===== config.mk =====
export PLATFORM = sky130hd
export DESIGN_NAME = seven_seg_scan_mux
export DESIGN_NICKNAME = d
export VERILOG_FILES = /design/src/rtl/seven_seg_scan_mux.sv
export SDC_FILE = /design/constraint.sdc
export NUM_CORES = 1
export LEC_CHECK = 0
export ABC_CLOCK_PERIOD_IN_PS = 6600
export CAP_MARGIN = 40
export CORE_ASPECT_RATIO = 0.6
export CORE_MARGIN = 2
export CORE_UTILIZATION = 30
export CTS_CLUSTER_SIZE = 28
export DETAILED_ROUTE_END_ITERATION = 10
export PLACE_DENSITY = 0.46
export SLEW_MARGIN = 10
export SYNTH_ARGS = -nofsm -noshare
export SYNTH_HDL_FRONTEND = slang
export SYNTH_SLANG_ARGS = --single-unit

===== constraint.sdc =====
create_clock -name clk_i -period 6.6 [get_ports clk_i]
set_clock_uncertainty 0.15 [all_clocks]
set_input_delay 0.66 -clock clk_i [delete_from_list [all_inputs] [get_ports clk_i]]
set_output_delay 0.66 -clock clk_i [all_outputs]
set_load 0.02 [all_outputs]

===== src/rtl/seven_seg_scan_mux.sv =====
// N-digit time-multiplexed seven-segment driver with blanking dead-time, per-digit enable,
// leading-zero suppression, decimal points and a frame-coherent input snapshot.
module seven_seg_scan_mux #(
   parameter int unsigned NUM_DIGITS   = 4,
   parameter int unsigned ON_CYCLES    = 24000,
   parameter int unsigned BLANK_CYCLES = 240
) (
   input  logic                          clk_i,
   input  logic                          reset_i,
   input  logic [4*NUM_DIGITS-1:0]       digits_i,
   input  logic [NUM_DIGITS-1:0]         dp_in_i,
   input  logic [NUM_DIGITS-1:0]         digit_en_i,
   input  logic                          lz_suppress_i,
   output logic [6:0]                    seg_o,
   output logic                          dp_o,
   output logic [NUM_DIGITS-1:0]         select_o,
   output logic [$clog2(NUM_DIGITS)-1:0] digit_idx_o,
   output logic                          frame_tick_o
);

   localparam int unsigned IdxW   = $clog2(NUM_DIGITS);
   localparam int unsigned CntMax = (ON_CYCLES > BLANK_CYCLES) ? ON_CYCLES : BLANK_CYCLES;
   localparam int unsigned CntW   = $clog2(CntMax + 1);
   localparam bit          HasBlank = (BLANK_CYCLES != 0);

   localparam logic [CntW-1:0] OnLast    = CntW'(ON_CYCLES - 1);
   localparam logic [CntW-1:0] BlankLast = HasBlank ? CntW'(BLANK_CYCLES - 1) : '0;
   localparam logic [IdxW-1:0] IdxLast   = IdxW'(NUM_DIGITS - 1);

   typedef enum logic {StBlank, StOn} state_e;

   state_e                  state_q, state_d;
   logic [CntW-1:0]         cnt_q, cnt_d;
   logic [IdxW-1:0]         idx_q, idx_d;
   logic                    primed_q;
   logic                    capture;

   logic [4*NUM_DIGITS-1:0] snap_dig_q, snap_dig_d;
   logic [NUM_DIGITS-1:0]   snap_dp_q, snap_dp_d;
   logic [NUM_DIGITS-1:0]   snap_en_q, snap_en_d;
   logic                    snap_lz_q, snap_lz_d;

   logic [NUM_DIGITS-1:0]   sel_q, sel_d;
   logic [6:0]              seg_q, seg_d;
   logic                    dp_q, dp_d;
   logic                    tick_q;

   logic [NUM_DIGITS-1:0]   supp;
   logic                    run;
   logic [3:0]              nib;

   function automatic logic [6:0] hex_to_seg(input logic [3:0] v);
      logic [6:0] s;
      case (v)
         4'h0: s = 7'b1000000;
         4'h1: s = 7'b1111001;
         4'h2: s = 7'b0100100;
         4'h3: s = 7'b0110000;
         4'h4: s = 7'b0011001;
         4'h5: s = 7'b0010010;
         4'h6: s = 7'b0000010;
         4'h7: s = 7'b1111000;
         4'h8: s = 7'b0000000;
         4'h9: s = 7'b0010000;
         4'hA: s = 7'b0001000;
         4'hB: s = 7'b0000011;
         4'hC: s = 7'b1000110;
         4'hD: s = 7'b0100001;
         4'hE: s = 7'b0000110;
         default: s = 7'b0001110;
      endcase
      return s;
   endfunction

   // The first edge after reset only primes the snapshot; the frame starts right after it.
   always_comb begin
      state_d = state_q;
      cnt_d   = cnt_q;
      idx_d   = idx_q;
      capture = 1'b0;
      if (!primed_q) begin
         capture = 1'b1;
         state_d = HasBlank ? StBlank : StOn;
         cnt_d   = '0;
      end else begin
         case (state_q)
            StBlank: begin
               if (cnt_q == BlankLast) begin
                  state_d = StOn;
                  cnt_d   = '0;
               end else begin
                  cnt_d = cnt_q + 1'b1;
               end
            end
            StOn: begin
               if (cnt_q == OnLast) begin
                  state_d = HasBlank ? StBlank : StOn;
                  cnt_d   = '0;
                  if (idx_q == IdxLast) begin
                     idx_d   = '0;
                     capture = 1'b1;
                  end else begin
                     idx_d = idx_q + 1'b1;
                  end
               end else begin
                  cnt_d = cnt_q + 1'b1;
               end
            end
            default: state_d = StBlank;
         endcase
      end
   end

   always_comb begin
      snap_dig_d = snap_dig_q;
      snap_dp_d  = snap_dp_q;
      snap_en_d  = snap_en_q;
      snap_lz_d  = snap_lz_q;
      if (capture) begin
         snap_dig_d = digits_i;
         snap_dp_d  = dp_in_i;
         snap_en_d  = digit_en_i;
         snap_lz_d  = lz_suppress_i;
      end
   end

   // Outputs are computed from next-state values so the registered pins line up with the slot.
   always_comb begin
      supp = '0;
      run  = snap_lz_d;
      for (int i = int'(NUM_DIGITS) - 1; i >= 1; i--) begin
         if (snap_en_d[i] && (snap_dig_d[4*i +: 4] != 4'h0)) run = 1'b0;
         supp[i] = run;
      end
      nib   = snap_dig_d[{idx_d, 2'b00} +: 4];
      sel_d = '1;
      seg_d = 7'b1111111;
      dp_d  = 1'b1;
      if (state_d == StOn && snap_en_d[idx_d]) begin
         sel_d[idx_d] = 1'b0;
         dp_d         = ~snap_dp_d[idx_d];
         if (!supp[idx_d]) seg_d = hex_to_seg(nib);
      end
   end

   always_ff @(posedge clk_i) begin
      if (reset_i) begin
         state_q    <= StBlank;
         cnt_q      <= '0;
         idx_q      <= '0;
         primed_q   <= 1'b0;
         snap_dig_q <= '0;
         snap_dp_q  <= '0;
         snap_en_q  <= '0;
         snap_lz_q  <= 1'b0;
         sel_q      <= '1;
         seg_q      <= 7'b1111111;
         dp_q       <= 1'b1;
         tick_q     <= 1'b0;
      end else begin
         state_q    <= state_d;
         cnt_q      <= cnt_d;
         idx_q      <= idx_d;
         primed_q   <= 1'b1;
         snap_dig_q <= snap_dig_d;
         snap_dp_q  <= snap_dp_d;
         snap_en_q  <= snap_en_d;
         snap_lz_q  <= snap_lz_d;
         sel_q      <= sel_d;
         seg_q      <= seg_d;
         dp_q       <= dp_d;
         tick_q     <= capture;
      end
   end

   assign seg_o        = seg_q;
   assign dp_o         = dp_q;
   assign select_o     = sel_q;
   assign digit_idx_o  = idx_q;
   assign frame_tick_o = tick_q;

endmodule


## Yosys cells after proc, flatten, opt, wreduce, memory -nomap -nowiden

Memories as Yosys holds them, arrays and structs flattened. A register that Yosys moved wholly into a read port is not among the register bits.
Index checks and enable logic that the tools add are counted.

| storage, ports and cells | value |
|---|---|
| register bits | 50 |
| bits in latches | 0 |
| memory bits (writable) | 0 |
| memory bits (read-only) | 112 |
| bits of input ports | 27 |
| output and inout bits | 15 |
| word-level logic and storage cells | 67 |
| memories | 1 |

| operators by class | value |
|---|---|
| add/subtract/negate cells | 2 |
| multipliers | 0 |
| div/mod/pow operators | 0 |
| $lt $le $gt $ge | 2 |
| equality and inequality tests | 3 |
| shift operators | 1 |
| multiplexer cells | 31 |
| bitwise logic cells | 5 |
| reduce and logical (&&, ||, !) cells | 11 |

Memories:

| memory | words | width | read ports | clocked after memory_dff | wr ports | RTL line | RTL |
|---|---|---|---|---|---|---|---|
| (name not given) | 16 | 7 | 1 | 1 | 0 | 54 | `case (v)` |

Operators with widths:

| operator | count |
|---|---|
| 15-bit two-way mux | 2 |
| 15-bit one-hot mux with 2 select lines | 1 |
| 1-bit two-way mux | 16 |
| 16-bit two-way mux | 1 |
| 16-bit by 5-bit indexed part select with 4-bit output | 1 |
| 15-bit by 1-bit adder with 15-bit output (second input constant) | 1 |
| 15-bit == test (second input constant) | 1 |
| 15-bit by 8-bit == test with 1-bit output (second input constant) | 1 |
| 4-bit nonzero test | 3 |
| 2-bit two-way mux | 4 |
| 4-bit two-way mux | 2 |
| 1-bit binary-select mux with 2-bit select | 3 |
| 1-bit logical AND | 5 |
| 1-bit NOT | 4 |
| 4-bit NOT | 1 |
| 2-bit OR reduction | 2 |
| 2-bit by 3-bit less-than comparator with 1-bit output (second input constant) | 1 |
| 3-bit OR reduction | 1 |
| 2-bit by 1-bit adder with 2-bit output (second input constant) | 1 |
| 1-bit demux with 2-bit select | 1 |
| 2-bit == test (second input constant) | 1 |
| 2-bit by 1-bit greater-or-equal comparator with 1-bit output (second input constant) | 1 |
| 1-bit one-hot mux with 2 select lines | 1 |

## Logic depth before layout (Yosys ltp)

| logic depth | value |
|---|---|
| depth after elaboration | 14 |
| gate-level depth with buffers | 14 |
| depth with buffers taken out | 12 |

## Least setup slack after synthesis

Ideal clock, no wire load.

| path | value |
|---|---|
| path kind | register -> register |
| start | register cnt_q[6] |
| end | register seg_q[6], in the netlist seg_o[6] |
| setup time | 122 ps |
| data arrival time | 3172 ps |
| data required time | 6328 ps |
| slack | 3156 ps |
| stages on the path, launching flop included | 12 |
| path buffers | 1 |
| clock period less this slack | 3444 ps |
| cell sequence | dfxtp_1 > or4b_4 > or4_4 > o21ai_4 > and2_4 > buf_12 > mux2i_1 > mux2i_1 > inv_1 > ha_1 > mux2_4 > a221o_1 |

| on the way | value |
|---|---|
| word-level cells in the longest chain between the ends | 13 |
| elaborated cells between the ends (all ways) | 32 |
| those cells by class | eq/ne (2); shift (1); mux (20); bitwise (1); reduce/logical (8) |

RTL lines:

| element | RTL line | RTL |
|---|---|---|
| from (decl) | 33 | `logic [CntW-1:0] cnt_q, cnt_d;` |
| from (signal assigned) | 162 | `cnt_q <= cnt_d;` |
| 15-bit == test | 96 | `if (cnt_q == OnLast) begin` |
| 1-bit two-way mux | 96 |  |
| 1-bit two-way mux | 86 | `case (state_q)` |
| 1-bit two-way mux | 81 | `if (!primed_q) begin` |
| 16-bit two-way mux | 119 | `if (capture) begin` |
| 4-bit nonzero test | 132 | `if (snap_en_d[i] && (snap_dig_d[4*i +: 4] != 4'h0)) run = 1'b0;` |
| 1-bit logical AND | 132 |  |
| 1-bit two-way mux (3 in series) | 132 |  |
| 1-bit binary-select mux with 2-bit select | 142 | `if (!supp[idx_d]) seg_d = hex_to_seg(nib);` |
| 1-bit two-way mux (implied by the code) | 142 |  |
| 3-bit OR reduction (no line) | -- |  |
| to (decl) | 44 | `logic [6:0] seg_q, seg_d;` |

Parallel ways exist; a longest one is shown, timed or not. The select of a mux whose other input is x is not followed.
A chain may end at the register's enable or synchronous reset.

## Worst setup path after layout

| path | value |
|---|---|
| start | register cnt_q[0] |
| end | register seg_q[6], in the netlist seg_o[6] |

Same word-level chain as after synthesis.

==> results.txt <==
Worst path slowest cell - nor4_4
setup bufs post-CTS - 0
max-slew violations - 0
Hold-fix buffers, CTS - 0
CTS H-tree lvls - 3
Num Clock Sinks - 57
Pre-antenna DRT Iters - 4
Yosys reg bits - 57
CP Max Fanout - 19
WP data arrival - 4.33 ns
fin crit period - 4.271 ns
half-perimeter wire length after placement - 6638 um
GRT Total Usage - 16.72%
Crit. End Element - register
Synth Cell Area - 0.003184 mm^2
P_int - 657.9 uW
WL/cell - 16.34 um
Top cell by count, worst path - mux2i_1
final core utilization - 37.58%
max_cap viols - 0
met3 GRT Util - 5.161%
reg-to-reg startpoint - cnt_q[0]
clock slew at reported path FFs - 0.05 ns
Port Buffers - 41
Synth area leaders - dfxtp_1 (36%), mux2i_1 (7.5%), nor2_1 (5.9%), nand2_1 (5.0%), a21oi_1 (3.6%)
pin count of the biggest net entering global routing - 31
Comb pwr share - 11.3%
Peak VDD IR - 0.1183 mV
TritonCTS clock tree - yes
crit path cell chain - ha_1 > nand4_1 > nor4_4 > a21oi_4 > buf_4 > mux2i_1 > mux2i_1 > mux2i_1 > inv_1 > ha_1 > mux2_4 > a221o_1
Routed WL - 8923 um
Placeable Area - 0.01045 mm^2
Gate Count Post-Synth - 368
FFs w/ async S/R, synth - 0%
Vias/cell - 5.038
WP buf/inv - 2
Num CTS Buffers - 9
FILL cells - 1083
sw power - 219.8 uW
Required @ worst endpoint - 6.66 ns
Unique masters post-synth - 61
Worst Setup Start Kind - register
Sequential Power Share - 41.5%
clk root buf - clkbuf_16
hold path startpoint - snap_en_q[0]
Horiz. Die Dim - 137.0 um
number of global-route vias before repair - 2513
n_diodes - 0
unrepaired setup endpoints after global routing - false
Hold Crit Depth - 1
# DRC - 0
met2 Usage GRT - 19.90%
Die Ht - 83.81 um
static leakage - 1.523 nW
row count - 29
R2R setup slack - 2.33 ns
CTS Buffer Depth - 2
nets - 438
final hold viol count - 0
Clock Latency Late Sink - 0.33 ns
Starting DRT DRC Count - 193
clock network power share - 47.2%
outcome - complete, no violations
prevailing post-synth register cell - dfxtp_1
met1 Use GR - 27.38%
via count - 2751
slew at the pin closest to its max-slew limit - 0.7296 ns
Die ar. - 0.01148 mm^2
register area share after synthesis - 35.83%
Peak Freq - 0.2341 GHz
CP delay by family, top - multiplexers
Post-synth EDFFs - 0
Crit Path Class - reg -> reg
Area Overhead vs Synth - 23.34%
Syn Area/Cell - 8.653 um^2
worst r2r path cells - 12
reg-to-reg endpoint - seg_o[6]
first-pass GRT wire length - 14370 um
Synth Warn # - 0
Max stage delay on crit path - 0.74 ns
Yosys top cell area share - 35.83%
gr ovfl total - 0
antenna violations before repair - 0
Placer Congestion - 0.7971
PwrDens - 223.5 mW/mm^2
CTS resizes - 0
final setup TNS - 0 ns
Min-Delay Path Class - reg -> reg
Slew HR - 50.10%
Yosys top cell by area - dfxtp_1
antenna-violating nets left - 0
hold path endpoint - select_o[0]
gr busiest metal - met1
Syn Nets - 403
period utilization - 64.71%
Boundary Pins - 42
share of layout cells above drive strength 1 - 9.582%
Initial Utilization - 30.47%
switching share of power - 25.05%
Setup Viol. Count Final - 0
[how the worst max path moves through the flow]
stage,startpoint,end,slack (ns),cells after the start
2_1_floorplan,cnt_q[6],seg_o[6],3.16,11
3_3_place_gp,cnt_q[0],seg_o[6],2.53,12
3_5_place_dp,cnt_q[0],seg_o[6],2.36,12
4_1_cts,cnt_q[0],seg_o[6],2.36,12
5_1_grt,cnt_q[0],seg_o[6],1.97,12
6_report,cnt_q[0],seg_o[6],2.33,12
[layout make-up]
cell class,instances,area (um^2),area share (%)
clock buffer,11,242.7,6.180
clock inverter,4,20.02,0.5097
inverter,15,56.30,1.434
multi-input combinational,275,1853,47.18
sequential,57,1141,29.05
tap,139,173.9,4.428
timing repair buffer,45,440.4,11.21
[power by group through the flow]
stage               sequential, mW  combinational, mW  clock, mW
floorplan                    0.367             0.0634          0
global placement             0.371             0.0986          0
detailed placement           0.371             0.0984          0
CTS                          0.364             0.0989      0.425
global route                 0.365              0.110      0.440
finish                       0.364             0.0991      0.414
[layout by cell type (no fill, tap or decap), drive strengths merged, types with 3 or more instances in the layout]
cell type,count
dfxtp,57
nor2,50
nand2,43
clkdlybuf4s50,41
mux2i,24
a21oi,23
inv,15
clkbuf,11
nand3,10
xnor2,9
nand4,8
ha,8
nor4,8
o21ai,8
a31oi,7
nor3,6
a211oi,6
xor2,5
a2111oi,5
and3,4
a221o,4
clkinv,4
buf,4
or3,4
nand2b,3
o22ai,3
o41ai,3
nor3b,3
or4,3
o221ai,3
mux2,3
[logic make-up after synthesis]
group / synth area share, %
AO/OA/AOI/OAI: 18.70
XOR/XNOR: 3.851
adder cells (fa/ha/maj): 3.144
buffers and inverters: 6.326
flip-flops: 35.83
multiplexers: 8.723
AND/OR/NAND/NOR: 23.42
[per-layer routing]
metal / vias to the layer above / wire length, um
li1: 1385 / -
met1: 1302 / 5050
met2: 58 / 3282
met3: 6 / 513
met4: 0 / 76
met5: - / 0
[worst reg2reg max path, delay by kind of cell (launching register included)]
family	cells	cell delay [ns]
multiplexers	4	1.03
AND/OR/NAND/NOR	2	1.01
AO/OA/AOI/OAI	2	0.61
adder cells (fa/ha/maj)	2	0.51
buffers and inverters	2	0.48
flip-flops	1	0.36
[flip-flops by register name (all words and copies together) (netlist names)]
register and cells:
snap_dig_q 16, cnt_q 15, seg_o 7, select_o 4, snap_dp_q 4, snap_en_q 4, digit_idx_o 2, dp_o 1
frame_tick_o 1, primed_q 1, snap_lz_q 1, state_q 1
[metrics by stage]
step | area (um^2) | hold WS, ns | setup slack, ns | total power, mW | cells
2_1_floorplan | 3184 | 0.2311 | 3.156 | 0.4309 | 368
3_3_place_gp | 3665 | 0.2771 | 2.535 | 0.4694 | 531
3_5_place_dp | 3665 | 0.2817 | 2.356 | 0.4694 | 531
4_1_cts | 3928 | 0.2929 | 2.361 | 0.8875 | 546
5_1_grt | 3928 | 0.3135 | 1.969 | 0.9153 | 546
6_report | 3928 | 0.2814 | 2.329 | 0.8777 | 546
[synth_stat cells, types with 3 or more instances]
| library cell | n |
|---|---|
| a2111oi_0 | 4 |
| a21oi_1 | 23 |
| a221o_1 | 4 |
| ha_1 | 8 |
| mux2i_1 | 24 |
| and3_1 | 4 |
| xor2_1 | 5 |
| a211oi_1 | 6 |
| o22ai_1 | 3 |
| o21ai_0 | 6 |
| nand2b_1 | 3 |
| clkbuf_1 | 10 |
| nor3_1 | 6 |
| buf_2 | 3 |
| or3_1 | 3 |
| nand4_1 | 8 |
| nor2_1 | 50 |
| nand3_2 | 3 |
| o41ai_1 | 3 |
| nand3_1 | 7 |
| nand2_1 | 42 |
| inv_1 | 15 |
| a31oi_1 | 7 |
| nor4_1 | 7 |
| nor3b_1 | 3 |
| xnor2_1 | 9 |
| dfxtp_1 | 57 |
| buf_6 | 3 |
(Power assumes the default switching activity.)
